<file path="config.mk">
export PLATFORM = sky130hd
export DESIGN_NAME = cylon_scanner
export DESIGN_NICKNAME = d
export VERILOG_FILES = /design/src/rtl/cylon_scanner_pkg.sv /design/src/rtl/cylon_scanner_step_timer.sv /design/src/rtl/cylon_scanner.sv
export SDC_FILE = /design/constraint.sdc
export NUM_CORES = 1
export LEC_CHECK = 0
export ABC_AREA = 0
export CAP_MARGIN = 20
export CORE_MARGIN = 2
export CORE_UTILIZATION = 60
export CTS_CLUSTER_DIAMETER = 150
export DETAILED_ROUTE_END_ITERATION = 6
export PLACE_DENSITY = 0.87
export SETUP_SLACK_MARGIN = 0.1
export SLEW_MARGIN = 20
export SYNTH_ARGS = -nofsm -noshare
export SYNTH_HDL_FRONTEND = slang
export SYNTH_SLANG_ARGS = --single-unit
export TNS_END_PERCENT = 100
</file>
<file path="constraint.sdc">
create_clock -name clk -period 7.7 [get_ports clk]
set_input_delay 0.77 -clock clk [delete_from_list [all_inputs] [get_ports clk]]
set_output_delay 0.77 -clock clk [all_outputs]
set_load 0.005 [all_outputs]
</file>
<file path="src/rtl/cylon_scanner_pkg.sv">
// ---------------------------------------------------------------------------
// cylon_scanner_pkg
// Shared definitions for the cylon scanner: scan mode encodings, the width
// of the step-rate field, and the clamp that turns a programmed step length
// into the terminal count of the step timer.
// ---------------------------------------------------------------------------
package cylon_scanner_pkg;

  localparam int STEP_W = 30;

  localparam logic [1:0] MODE_BOUNCE    = 2'd0;
  localparam logic [1:0] MODE_WRAP_UP   = 2'd1;
  localparam logic [1:0] MODE_WRAP_DOWN = 2'd2;
  localparam logic [1:0] MODE_HOLD      = 2'd3;

  // Terminal count for a step of `clks` cycles; a programmed 0 acts as 1.
  function automatic logic [STEP_W-1:0] step_limit(input logic [STEP_W-1:0] clks);
    if (clks == 30'd0) begin
      return 30'd0;
    end else begin
      return clks - 30'd1;
    end
  endfunction

endpackage

</file>
<file path="src/rtl/cylon_scanner_step_timer.sv">
// ---------------------------------------------------------------------------
// scan_step_timer
// Counts enabled cycles and flags the cycle on which a scanner step is due.
// Ports:
//   clk       - system clock
//   rst       - synchronous active-high reset
//   enable    - counter advances only while high; tick is suppressed when low
//   step_clks - clocks per step (0 behaves as 1)
//   tick      - high on the enabled cycle that completes a step period
// ---------------------------------------------------------------------------
module scan_step_timer
  import cylon_scanner_pkg::*;
(
  input  logic              clk,
  input  logic              rst,
  input  logic              enable,
  input  logic [STEP_W-1:0] step_clks,
  output logic              tick
);

  logic [STEP_W-1:0] cnt_r;
  logic [STEP_W-1:0] limit_s;

  assign limit_s = step_limit(step_clks);
  // ">=" rather than "==" so a step length lowered below the current count
  // fires immediately instead of running the counter through its full range.
  assign tick    = enable & (cnt_r >= limit_s);

  // Enabled-cycle counter, cleared on reset and on every tick.
  always_ff @(posedge clk) begin
    if (rst) begin
      cnt_r <= 30'd0;
    end else if (tick) begin
      cnt_r <= 30'd0;
    end else if (enable) begin
      cnt_r <= cnt_r + 30'd1;
    end else begin
      cnt_r <= cnt_r;
    end
  end

endmodule

</file>
<file path="src/rtl/cylon_scanner.sv">
// ---------------------------------------------------------------------------
// cylon_scanner
// Steps a single lit position across NUMBER_DEVICES outputs at a programmable
// rate, in bounce, wrap-up, wrap-down or hold mode, for the LED fader.
// Ports:
//   clk       - system clock
//   rst       - synchronous active-high reset
//   enable    - 1 = run, 0 = freeze all state (step/turn low)
//   step_clks - clocks per step (0 behaves as 1)
//   mode      - 0 bounce, 1 wrap up, 2 wrap down, 3 hold (sampled on tick)
//   active    - one-hot decode of position (registered)
//   position  - current lit index
//   direction - 1 ascending, 0 descending
//   step      - one-cycle strobe when position updates
//   turn      - one-cycle strobe with step on a reversal or wrap
// ---------------------------------------------------------------------------
module cylon_scanner
  import cylon_scanner_pkg::*;
#(
  parameter int NUMBER_DEVICES = 16,
  parameter int POS_W          = 6
) (
  input  logic                      clk,
  input  logic                      rst,
  input  logic                      enable,
  input  logic [STEP_W-1:0]         step_clks,
  input  logic [1:0]                mode,
  output logic [NUMBER_DEVICES-1:0] active,
  output logic [POS_W-1:0]          position,
  output logic                      direction,
  output logic                      step,
  output logic                      turn
);

  localparam logic [POS_W-1:0]          POS_ZERO     = {POS_W{1'b0}};
  localparam logic [POS_W-1:0]          POS_ONE      = POS_W'(1);
  localparam logic [POS_W-1:0]          LAST_POS     = POS_W'(NUMBER_DEVICES - 1);
  localparam logic [NUMBER_DEVICES-1:0] ACTIVE_RESET = NUMBER_DEVICES'(1);
  // With a single position nothing can move, reverse or wrap.
  localparam logic                      MULTI_POS    = (NUMBER_DEVICES > 1);

  logic                      tick_s;
  logic [POS_W-1:0]          pos_next_s;
  logic                      dir_next_s;
  logic                      turn_next_s;
  logic [NUMBER_DEVICES-1:0] active_next_s;

  logic [POS_W-1:0]          position_r;
  logic                      direction_r;
  logic [NUMBER_DEVICES-1:0] active_r;
  logic                      step_r;
  logic                      turn_r;

  scan_step_timer u_timer (
    .clk       (clk),
    .rst       (rst),
    .enable    (enable),
    .step_clks (step_clks),
    .tick      (tick_s)
  );

  // Next position/direction for the mode currently presented.
  always_comb begin
    pos_next_s  = position_r;
    dir_next_s  = direction_r;
    turn_next_s = 1'b0;
    case (mode)
      MODE_BOUNCE: begin
        if (!MULTI_POS) begin
          pos_next_s = position_r;
        end else if (direction_r && (position_r == LAST_POS)) begin
          dir_next_s  = 1'b0;
          pos_next_s  = LAST_POS - POS_ONE;
          turn_next_s = 1'b1;
        end else if (!direction_r && (position_r == POS_ZERO)) begin
          dir_next_s  = 1'b1;
          pos_next_s  = POS_ONE;
          turn_next_s = 1'b1;
        end else if (direction_r) begin
          pos_next_s = position_r + POS_ONE;
        end else begin
          pos_next_s = position_r - POS_ONE;
        end
      end
      MODE_WRAP_UP: begin
        dir_next_s = 1'b1;
        if (position_r == LAST_POS) begin
          pos_next_s  = POS_ZERO;
          turn_next_s = MULTI_POS;
        end else begin
          pos_next_s = position_r + POS_ONE;
        end
      end
      MODE_WRAP_DOWN: begin
        dir_next_s = 1'b0;
        if (position_r == POS_ZERO) begin
          pos_next_s  = LAST_POS;
          turn_next_s = MULTI_POS;
        end else begin
          pos_next_s = position_r - POS_ONE;
        end
      end
      MODE_HOLD: begin
        pos_next_s = position_r;
        dir_next_s = direction_r;
      end
      default: begin
        pos_next_s = position_r;
        dir_next_s = direction_r;
      end
    endcase
  end

  // One-hot decode of the next position so active registers with position.
  always_comb begin
    active_next_s = {NUMBER_DEVICES{1'b0}};
    for (int i = 0; i < NUMBER_DEVICES; i++) begin
      active_next_s[i] = (pos_next_s == POS_W'(i));
    end
  end

  // Output registers: update on tick, strobes cleared otherwise.
  always_ff @(posedge clk) begin
    if (rst) begin
      position_r  <= POS_ZERO;
      direction_r <= 1'b1;
      active_r    <= ACTIVE_RESET;
      step_r      <= 1'b0;
      turn_r      <= 1'b0;
    end else if (tick_s) begin
      position_r  <= pos_next_s;
      direction_r <= dir_next_s;
      active_r    <= active_next_s;
      step_r      <= 1'b1;
      turn_r      <= turn_next_s;
    end else begin
      position_r  <= position_r;
      direction_r <= direction_r;
      active_r    <= active_r;
      step_r      <= 1'b0;
      turn_r      <= 1'b0;
    end
  end

  assign active    = active_r;
  assign position  = position_r;
  assign direction = direction_r;
  assign step      = step_r;
  assign turn      = turn_r;

endmodule

</file>
; After elaboration in Yosys (flattened, before gate mapping)
; Index checks and enable logic that the tools add are counted.
[word_totals]
reg_bits = 55
input_bits = 35
output_inout_bits = 25
[op_classes]
add_sub_neg = 4
n_lt_le_gt_ge = 1
n_eq_ne = 20
n_mux = 16
n_bitwise = 3
n_reduce_logical = 10
[ops]
columns = operator, n
row1 = 6-bit by 4-bit equality test with 1-bit output (second input constant), 9
row2 = 30-bit by 1-bit adder with 30-bit output (second input constant), 1
row3 = 30-bit >= comparator, 1
row4 = 30-bit logical NOT, 1
row5 = 30-bit 2-to-1 mux, 1
row6 = 6-bit 2-to-1 mux, 5
row7 = 30-bit by 1-bit subtractor with 30-bit output (second input constant), 1
row8 = 6-bit by 3-bit equality test with 1-bit output (second input constant), 4
row9 = 6-bit one-hot mux with 4 select lines, 1
row10 = 6-bit by 2-bit equality test with 1-bit output (second input constant), 2
row11 = 6-bit logical NOT, 2
row12 = 1-bit 2-to-1 mux, 7
row13 = 6-bit by 1-bit adder with 6-bit output (second input constant), 1
row14 = 6-bit by 1-bit equality test with 1-bit output (second input constant), 1
row15 = 1-bit one-hot mux with 3 select lines, 2
row16 = 6-bit by 1-bit subtractor with 6-bit output (second input constant), 1
row17 = 2-bit equality test (second input constant), 2
row18 = 2-bit OR reduction, 2
row19 = 3-bit inequality test (second input constant), 1
row20 = 3-bit AND reduction, 1
row21 = 2-bit by 1-bit equality test with 1-bit output (second input constant), 1
row22 = 1-bit logical AND, 2
row23 = 2-bit logical NOT, 1
row24 = 1-bit inverter, 2
row25 = other kinds (2), 2

; Depth between registers and ports, before layout
; Gate-level depths: netlist of the first run.
[logic_depth]
depth_word = 6
ltp_mapped = 19

; Cells and area by module
; From an unflattened synthesis of the first run, not the netlist that was laid out.
[hier_totals]
cells_unflattened = 552
area_unflattened_um2 = 4374.2
[modules_own_cells]
columns = module, instances, cells_each, area_each_um2
row1 = scan_step_timer, 1, 356, 2732.6
row2 = cylon_scanner, 1, 196, 1641.6

; Worst setup path before layout of the first run
; No wires, ideal clock.
[synth_path]
path_type = input to register
from = in step_clks[2]
to = reg active_r[11] (netlist: active[11])
setup_time_ps = 117
t_arrival_ps = 4330
required_ps = 7583
slack_ps = 3253
cell_stages = 17
cell_sequence = or3_1 clkbuf_1 or4_1 nor3_2 nand2b_1 nor3_1 xor2_1 nand2_1 ha_1 nand4_1 nor4_2 o31ai_1 a311oi_1 o21a_2 nor2_1 clkbuf_1 a22o_1
[synth_via]
elab_chain_len = 4
word_cells_on_any_way = 5
cone_classes = add/sub: 1 / order compare: 1 / mux: 1 / bitwise: 1 / reduce/logical: 1
[synth_lines]
columns = element, line_no
row1 = "start, declared", cylon_scanner.sv:26  ; input logic [STEP_W-1:0] step_clks,
row2 = 30-bit by 1-bit subtractor with 30-bit output or 30-bit logical NOT (tied branches), "cylon_scanner_pkg.sv:21, cylon_scanner_pkg.sv:18"
row3 = 30-bit 2-to-1 mux (*), cylon_scanner_pkg.sv:18  ; if (clks == 30'd0) begin
row4 = 30-bit >= comparator (*), cylon_scanner_step_timer.sv:27  ; assign tick = enable & (cnt_r >= limit_s);
row5 = 1-bit bitwise AND (*), cylon_scanner_step_timer.sv:27
row6 = "end signal, assigned", cylon_scanner.sv:133  ; active_r <= active_next_s;
row7 = "end signal, assigned", cylon_scanner.sv:139  ; active_r <= active_r;
row8 = "end, declared", cylon_scanner.sv:50  ; logic [NUMBER_DEVICES-1:0] active_r;
; Mark *: on every way between the ends. The rest lies on a longest branch, timed or not.
; A chain may end at the register's enable or synchronous reset.

; Worst setup path in the final report of the first run
[layout_path]
from = in step_clks[6]
to = reg u_timer.cnt_r[13]
[layout_via]
elab_chain_len = 5
word_cells_on_any_way = 6
cone_classes = add/sub: 1 / order compare: 1 / mux: 1 / bitwise: 1 / reduce/logical: 2
[layout_lines]
columns = element, line_no
row1 = 30-bit by 1-bit subtractor with 30-bit output or 30-bit logical NOT (tied branches), "cylon_scanner_pkg.sv:21, cylon_scanner_pkg.sv:18"
row2 = 30-bit 2-to-1 mux (*), cylon_scanner_pkg.sv:18
row3 = 30-bit >= comparator (*), cylon_scanner_step_timer.sv:27
row4 = 1-bit bitwise AND (*), cylon_scanner_step_timer.sv:27
row5 = 2-bit OR reduction (no source line) (*), n/a
row6 = "end signal, assigned", cylon_scanner_step_timer.sv:36  ; cnt_r <= cnt_r + 30'd1;
row7 = "end signal, assigned", cylon_scanner_step_timer.sv:38  ; cnt_r <= cnt_r;
row8 = "end, declared", cylon_scanner_step_timer.sv:21  ; logic [STEP_W-1:0] cnt_r;
; Marks and branches as above.

==> flow_summary.ini, run 1 <==
[clock_network]
clockRootBuffer = clkbuf_8
htreeDepth = 2
cts_buffers = 5
clock-sinks = 55
path_clk_slew_ns = 0.10
cts_setup_buffers = 0
cts_tree = yes
cts_max_path_buffers = 2
clk_latency_ns = 0.31
cts_resized = 0
ctsHoldBuffers = 0

[flow_run]
drv_cap = 0

[yosys]
synthesis.area_um2 = 4190
synth_seq_area_share_pct = 26.3
synth_cells = 525
synth_edf_count = 0
ys_warn_count = 0
synth_nets = 600
synthFlopType = dfxtp_1
synth_seq_cells = 55
synth_cell_types = 65
ys_async_sr_fraction_pct = 0
avgSynthCellArea_um2 = 7.99

[detailed_routing]
ant_nets = 0
drcViolationCount = 0
drtIter0Drc = 299
vias_per_cell = 6.04
avgRoutedWirePerCell_um = 15.4
wl_um = 10200
vias = 4016
firstDrtPassIters = 5

[placed_design]
dpl_worst_slack_ns = 1.19
portBuffers = 59
dp_hpwl_um = 8160
placed_cell_area_um2 = 4800
globalplace.congestion = 0.886

[worst_setup_path]
cp-start-kind = primary input
crit_path_cell_trace = clkdlybuf4s50_1 -> or4_1 -> nor2_1 -> nand4_1 -> or2_4 -> nor2_4 -> nand3_2 -> nand2_1 -> ha_1 -> a21oi_1 -> o21ai_0 -> a221oi_1 -> a311oi_1 -> o21ai_1 -> nand2_1 -> nor2_1
r2r-start = u_timer.cnt_r[19]
crit_path_end_kind = flip-flop
cpMaxStageDelayCell = nand2_1
crit_path_max_incr_delay_ns = 0.77
crit_type = primary input to flip-flop
critical_path_buf_inv_count = 1
cp_data_arrival_time_ns = 6.00
cp_max_fo = 30
cp_top_family = simple AND/OR/NAND/NOR gates
worstSetupStartpoint = step_clks[6]
crit_required_ns = 7.92

[sta]
worst_pin_slew_ns = 0.966
drv_slew = 0
grt_setup_unrepaired = false
fmax_mhz = 173
setup_tns_ns = 0
setup_viol = 0
clock_skew_ns = 0.0108
period_minus_slack_ns = 5.77
post-route-period-util_pct = 75.0
setup_slack_ns = 1.93
max_slew_margin_pct = 35.4
finalHoldViolations = 0

[die]
die_w_um = 87.6
io_pins = 60
coreArea_um2 = 6790
start_util_pct = 61.7
die-area_um2 = 7670
die_height_um = 87.6
rows = 30

[global_routing]
antenna_found_initial = 0
grt_max_degree = 31
grt_pass1_vias = 3700
grt.total_usage_pct = 26.9
grt_pass1_wl_um = 16800
overflow = 0

[final_layout]
area_growth_pct = 16.7
final_common_cell = nor2_1
final_cell_mix = 65 x nor2_1, 64 x nand2_1, 59 x clkdlybuf4s50_1, 55 x dfxtp_1, 40 x ha_1
n_antenna_cell = 0
drive_above_1_share_pct = 4.57
final_area_um2 = 4890
layout.nets = 643

[hold_path]
hold_path_class = flip-flop to flip-flop
worstHoldStart = active[2]

[power_and_ir_drop]
irDropWorstVdd_v = 0.0000868
p_leak_nw = 1.90
power_mw = 0.537
powerDensity_nw_per_um2 = 110

[run_status]
status = completed
-- layer usage --
| layer | up-vias | GRT usage, % | routed length, um |
|---|---|---|---|
| li1 | 1976 | - | - |
| met1 | 1847 | 34.1 | 4450 |
| met2 | 163 | 47.6 | 5100 |
| met3 | 30 | 3.77 | 469 |
| met4 | 0 | 7.69 | 204 |
| met5 | - | 0 | 0 |
-- cell families (layout without fill, tap and decap cells) --
logic type / count (synthesis) / after routing / synth area share [%]
flip-flops: 55 / 55 / 26.3
AO/OA/AOI/OAI: 105 / 105 / 17.7
buffers and inverters: 39 / 83 / 3.94
multiplexers: 5 / 5 / 1.19
AND/OR/NAND/NOR: 230 / 230 / 28.3
adder cells (fa/ha/maj): 40 / 40 / 11.9
XOR/XNOR: 51 / 51 / 10.7
-- registers in the layout, summed over array words and instances (netlist names) --
signal         cells
turn               1
u_timer.cnt_r     30
position           6
step               1
active            16
direction          1
-- cell usage after synthesis (2+ instances only) --
cell type / n / area, um2
o211ai_1: 2 / 15.0
nor4_2: 5 / 62.6
and3_1: 6 / 37.5
a31oi_1: 5 / 31.3
nand4_1: 14 / 87.6
xnor2_1: 19 / 166
nor2_1: 65 / 244
nor3b_1: 3 / 22.5
a32oi_1: 2 / 17.5
a221oi_1: 4 / 35.0
xor2_1: 32 / 280
a211oi_1: 5 / 37.5
nand2_1: 64 / 240
inv_1: 16 / 60.1
o31ai_1: 3 / 22.5
a21oi_1: 25 / 125
a32o_1: 2 / 20.0
ha_1: 40 / 500
nor4_1: 7 / 43.8
mux2i_1: 5 / 50.1
or4_1: 3 / 22.5
nor3_1: 15 / 75.1
clkbuf_1: 13 / 48.8
a21o_1: 2 / 15.0
nand2b_1: 8 / 50.1
a22oi_1: 2 / 15.0
o21ai_0: 20 / 100
and4_1: 4 / 35.0
a22o_1: 16 / 140
a21boi_0: 2 / 15.0
dfxtp_1: 55 / 1100
or3_1: 6 / 37.5
buf_2: 8 / 40.0
nor3_2: 2 / 20.0
nand3_1: 15 / 75.1
-- final cells by class --
cell class / count / area [um2]
inverter: 16 / 60.1
timing repair buffer: 59 / 591
clock buffer: 5 / 68.8
clock inverter: 3 / 27.5
fill: 548 / 1900
multi-input combinational: 431 / 2930
sequential: 55 / 1100
tap: 96 / 120
-- per-stage QoR --
stage                     hold WS, ns  instances  utilization [%]
after floorplan                 0.461        525                -
after global placement          0.461        657             70.6
after detailed placement        0.464        657             70.6
after CTS                       0.492        665             72.0
after global routing            0.503        665             72.0
final                           0.490        665             72.0
-- final timing paths --
check / slack [ns] / to / cells past startpoint
worst max-delay path: 1.93 / u_timer.cnt_r[13] / 16
worst min-delay path: 0.49 / active[2] / 1
worst max register to register: 4.47 / u_timer.cnt_r[13] / 8
worst min register to register: 0.49 / active[2] / 1
-- where the power goes --
group	leakage [nW]	internal, mW	switching, mW	total [mW]
clock	0.0463	0.0669	0.0984	0.165
sequential	0.443	0.285	0.00199	0.287
combinational	1.41	0.0382	0.0461	0.0843
total	1.90	0.390	0.147	0.537
Power figures use the tool's default switching activity.
==> run 2: changes to the inputs <==
CORE_UTILIZATION = 56   (was 60)
PLACE_DENSITY = 0.82   (was 0.87)
clock period = 5.36 ns   (was 7.7 ns; I/O delays follow)
==> run 2 against run 1 <==
Clock power is 47% higher. Non-clock buffer count up 3. Flip-flop and latch count unchanged. Die area is 6.8% higher. Count of clock-buffer cells in the layout unchanged. Final area grew 0.74%. Cell count grew 0.90%. Critical path depth is the same. First-iteration DRC count is 26% lower. Routed wire length down 2.1%. Via count is 0.82% lower. Core utilization shrank 4.1 points. Critical path type unchanged.
==> flow_summary.ini, run 2 (synthesis gave the netlist of run 1 again) <==
[run_status]
status = completed

[worst_setup_path]
crit_path_end_kind = flip-flop
cpMaxStageDelayCell = nor4_2
cp-start-kind = primary input
crit_type = primary input to flip-flop
crit_path_cell_trace = clkdlybuf4s50_1 -> or3_1 -> or4_1 -> nor3_2 -> nand2b_1 -> nor3_1 -> xor2_1 -> nand2_1 -> ha_1 -> nand4_1 -> nor4_2 -> o31ai_1 -> a311oi_1 -> nor2_1 -> nor4_2 -> a22o_1
crit_path_max_incr_delay_ns = 0.50
cp_max_fo = 6
crit_required_ns = 5.62
cp_data_arrival_time_ns = 5.06
critPathMostFrequentCell = nor4_2

[clock_network]
cts_setup_buffers = 0
cts_buffers = 5
htreeDepth = 2
clk_latency_ns = 0.31
ctsHoldBuffers = 0
cts_tree = yes
cts_resized = 0
cts_max_path_buffers = 2
clock-sinks = 55
clockRootBuffer = clkbuf_8
path_clk_slew_ns = 0.10

[detailed_routing]
vias = 3983
avgRoutedWirePerCell_um = 14.9
firstDrtPassIters = 6
wl_um = 10000
drtIter0Drc = 220
vias_per_cell = 5.94
drcViolationCount = 0
ant_nets = 0

[global_routing]
grt_pass1_vias = 3705
grt_max_degree = 31
grt_pass1_wl_um = 17200
antenna_found_initial = 0
overflow = 0
grt.total_usage_pct = 24.5

[die]
rows = 31
io_pins = 60
die_height_um = 90.5
coreArea_um2 = 7250
die-area_um2 = 8190
start_util_pct = 57.8
die_w_um = 90.5

[final_layout]
final_cell_mix = 64 x nor2_1, 64 x nand2_1, 59 x clkdlybuf4s50_1, 55 x dfxtp_1, 40 x ha_1
drive_above_1_share_pct = 5.24
fillers = 616
instances_no_fill = 671
largest_reg_flops = 30
layout.nets = 646
area_growth_pct = 17.6
largest-register = u_timer.cnt_r
final_area_um2 = 4930
n_antenna_cell = 0

[sta]
worst_pin_slew_ns = 0.707
max_slew_margin_pct = 52.5
fmax_mhz = 208
setup_viol = 0
drv_slew = 0
clock_skew_ns = 0.0140
post-route-period-util_pct = 89.6
setup_tns_ns = 0
hold_ws_ns = 0.493
period_minus_slack_ns = 4.80
grt_setup_unrepaired = false
finalHoldViolations = 0

[power_and_ir_drop]
power_mw = 0.777
irDropWorstVdd_v = 0.0000876
p_leak_nw = 1.91
powerDensity_nw_per_um2 = 157

[placed_design]
placed_cell_area_um2 = 4820
dp_hpwl_um = 7890
dp_cells = 663
portBuffers = 59
globalplace.congestion = 0.914

[hold_path]
hold_path_class = flip-flop to flip-flop

[flow_run]
drv_cap = 0
[run 2: changes by cell type in the layout (fill, tap and decap cells not counted)]
cell	delta
buf_4	+3
nor2_1	-1
o21ai_0	+1
nor2_2	+1
nand3_4	+1
nand3_2	-1
o21ai_1	-1
[run 2: stage by stage]
| stage | utilization [%] | setup slack [ns] |
|---|---|---|
| after floorplan | - | 1.15 |
| after global placement | 66.5 | 0.188 |
| after detailed placement | 66.5 | -0.0511 |
| after CTS | 67.8 | 0.272 |
| after global routing | 68.0 | 0.177 |
| final | 68.0 | 0.559 |
[run 2: per-layer routing]
layer  vias to the layer above  routed length [um]  track usage (%)
met3                        19                 565             3.01
met5                         -                   0                0
met2                       138                4880             43.8
met4                         0                 168             5.51
li1                       1987                   -                -
met1                      1839                4390             31.4
[run 2: area by class of cell]
class	count	area, um2	share of cell area [%]
multi-input combinational	431	2940	59.6
sequential	55	1100	22.3
timing repair buffer	62	613	12.4
tap	99	124	2.51
clock buffer	5	68.8	1.40
inverter	16	60.1	1.22
clock inverter	3	27.5	0.558
[run 2: worst max-delay path, delay by kind of cell]
kind                       cells  cell delay [ns]
adders and majority gates      1             0.33
buffers and inverters          1             0.48
xor gates and xnor gates       1             0.17
AOI/OAI and AO/OA              3             0.75
and+or+nand+nor               10             2.78
[run 2: worst paths after layout]
check	startpoint	endpoint	slack [ns]	depth (start not counted)
worst max-delay path	step_clks[2]	active[9]	0.56	16
worst min-delay path	active[11]	active[11]	0.49	1
worst max register to register	position[0]	active[9]	2.53	9
worst min register to register	active[11]	active[11]	0.49	1
[run 2: where the power goes]
group / internal [mW] / leakage, nW / switching, mW / total [mW]
Combinational: 0.0554 / 1.42 / 0.0661 / 0.122
Clock: 0.0963 / 0.0463 / 0.146 / 0.243
Sequential: 0.410 / 0.443 / 0.00253 / 0.413
==> run 3: changes to the inputs <==
CORE_UTILIZATION = 57   (was 56)
CTS_BUF_LIST = sky130_fd_sc_hd__clkbuf_4 sky130_fd_sc_hd__clkbuf_8   (was not set)
PLACE_DENSITY = 0.83   (was 0.82)
==> run 3 against run 2 <==
Flip-flop and latch count unchanged. Critical endpoint unchanged. Global-route usage down 0.98 points. Sequential share of layout area down 0.085 points.
==> flow_summary.ini, run 3 (synthesis gave the netlist of run 1 again) <==
[final_layout]
final_cell_mix = 64 x nor2_1, 64 x nand2_1, 59 x clkdlybuf4s50_1, 55 x dfxtp_1, 40 x ha_1
post-route-util_pct = 69.0
largest_reg_flops = 30
largest-register = u_timer.cnt_r
final_area_um2 = 4950
layout.nets = 646
instances_no_fill = 671
n_antenna_cell = 0
drive_above_1_share_pct = 5.24
area_growth_pct = 18.1

[placed_design]
dpl_worst_slack_ns = -0.0488
placed_cell_area_um2 = 4820
globalplace.congestion = 0.919
dp_hpwl_um = 7570
dp_cells = 663
portBuffers = 59

[clock_network]
ctsHoldBuffers = 0
cts_buffers = 5
clockRootBuffer = clkbuf_8
clk_latency_ns = 0.31
clock-sinks = 55
cts_setup_buffers = 0
path_clk_slew_ns = 0.10
cts_max_path_buffers = 2
htreeDepth = 2
cts_tree = yes
cts_resized = 0

[worst_setup_path]
crit_type = primary input to flip-flop
worstSetupStartpoint = step_clks[2]
cp_max_fo = 6
r2r-start = u_timer.cnt_r[19]
cp-start-kind = primary input
crit_path_end_kind = flip-flop
crit_required_ns = 5.62
endpoint = active[9]
rrSetupSlack_ns = 2.50
reg2reg_to = active[9]
cp_data_arrival_time_ns = 5.18
worst-r2r-cell-count = 8

[power_and_ir_drop]
power_mw = 0.811
p_leak_nw = 1.92
powerDensity_nw_per_um2 = 164
irDropWorstVdd_v = 0.000101

[detailed_routing]
vias_per_cell = 5.84
wl_um = 9440
drcViolationCount = 0
vias = 3918
avgRoutedWirePerCell_um = 14.1
firstDrtPassIters = 4
drtIter0Drc = 291
ant_nets = 0

[flow_run]
drv_cap = 0

[global_routing]
overflow = 0
grt.total_usage_pct = 23.5
antenna_found_initial = 0
grt_pass1_vias = 3668
grt_pass1_wl_um = 16200
grt_max_degree = 31

[die]
start_util_pct = 58.4
io_pins = 60
die-area_um2 = 8060
die_height_um = 89.8
die_w_um = 89.8
rows = 31
coreArea_um2 = 7180

[sta]
setup_viol = 0
setup_tns_ns = 0
post-route-period-util_pct = 92.0
grt_setup_unrepaired = false
max_slew_margin_pct = 50.4
clock_skew_ns = 0.0119
drv_slew = 0
period_minus_slack_ns = 4.93
finalHoldViolations = 0
fmax_mhz = 203
worst_pin_slew_ns = 0.739
hold_ws_ns = 0.490
setup_slack_ns = 0.431

[hold_path]
hold_path_class = flip-flop to flip-flop

[run_status]
status = completed
-- run 3: final cells by class --
class                           count  area, um2
Clock inverter                      3       46.3
Inverter                           16       60.1
Fill cell                         604       2230
Clock buffer                        5       68.8
Multi-Input combinational cell    431       2940
Sequential cell                    55       1100
Tap cell                           99        124
Timing Repair Buffer               62        613
-- run 3: routing by layer --
metal,track usage [%],routed length [um]
met5,0,0
met4,8.33,144
met3,3.27,423
met2,40.8,4540
met1,30.0,4330
-- run 3: how the worst min path moves through the flow --
stage,startpoint,to,slack (ns),depth (start not counted)
after CTS,active[15],active[15],0.49,1
after floorplan,active[0],active[0],0.46,1
after detailed placement,active[15],active[15],0.47,1
after global placement,active[2],active[2],0.46,1
final,active[15],active[15],0.49,1
after global routing,active[15],active[15],0.50,1
-- run 3: critical path, stage by stage --
cell	delay, ns
clkdlybuf4s50_1	0.47
or3_1	0.48
or4_1	0.50
nor3_2	0.23
nand2b_1	0.12
nor3_1	0.18
xor2_1	0.18
nand2_1	0.08
ha_1	0.33
nand4_1	0.16
nor4_2	0.36
o31ai_1	0.12
a311oi_1	0.48
nor2_1	0.24
nor4_2	0.50
a22o_1	0.20
-- run 3: power breakdown --
part | switching, mW | internal, mW
Sequential | 0.00264 | 0.410
Clock | 0.138 | 0.141
Combinational | 0.0646 | 0.0552
Total | 0.205 | 0.606
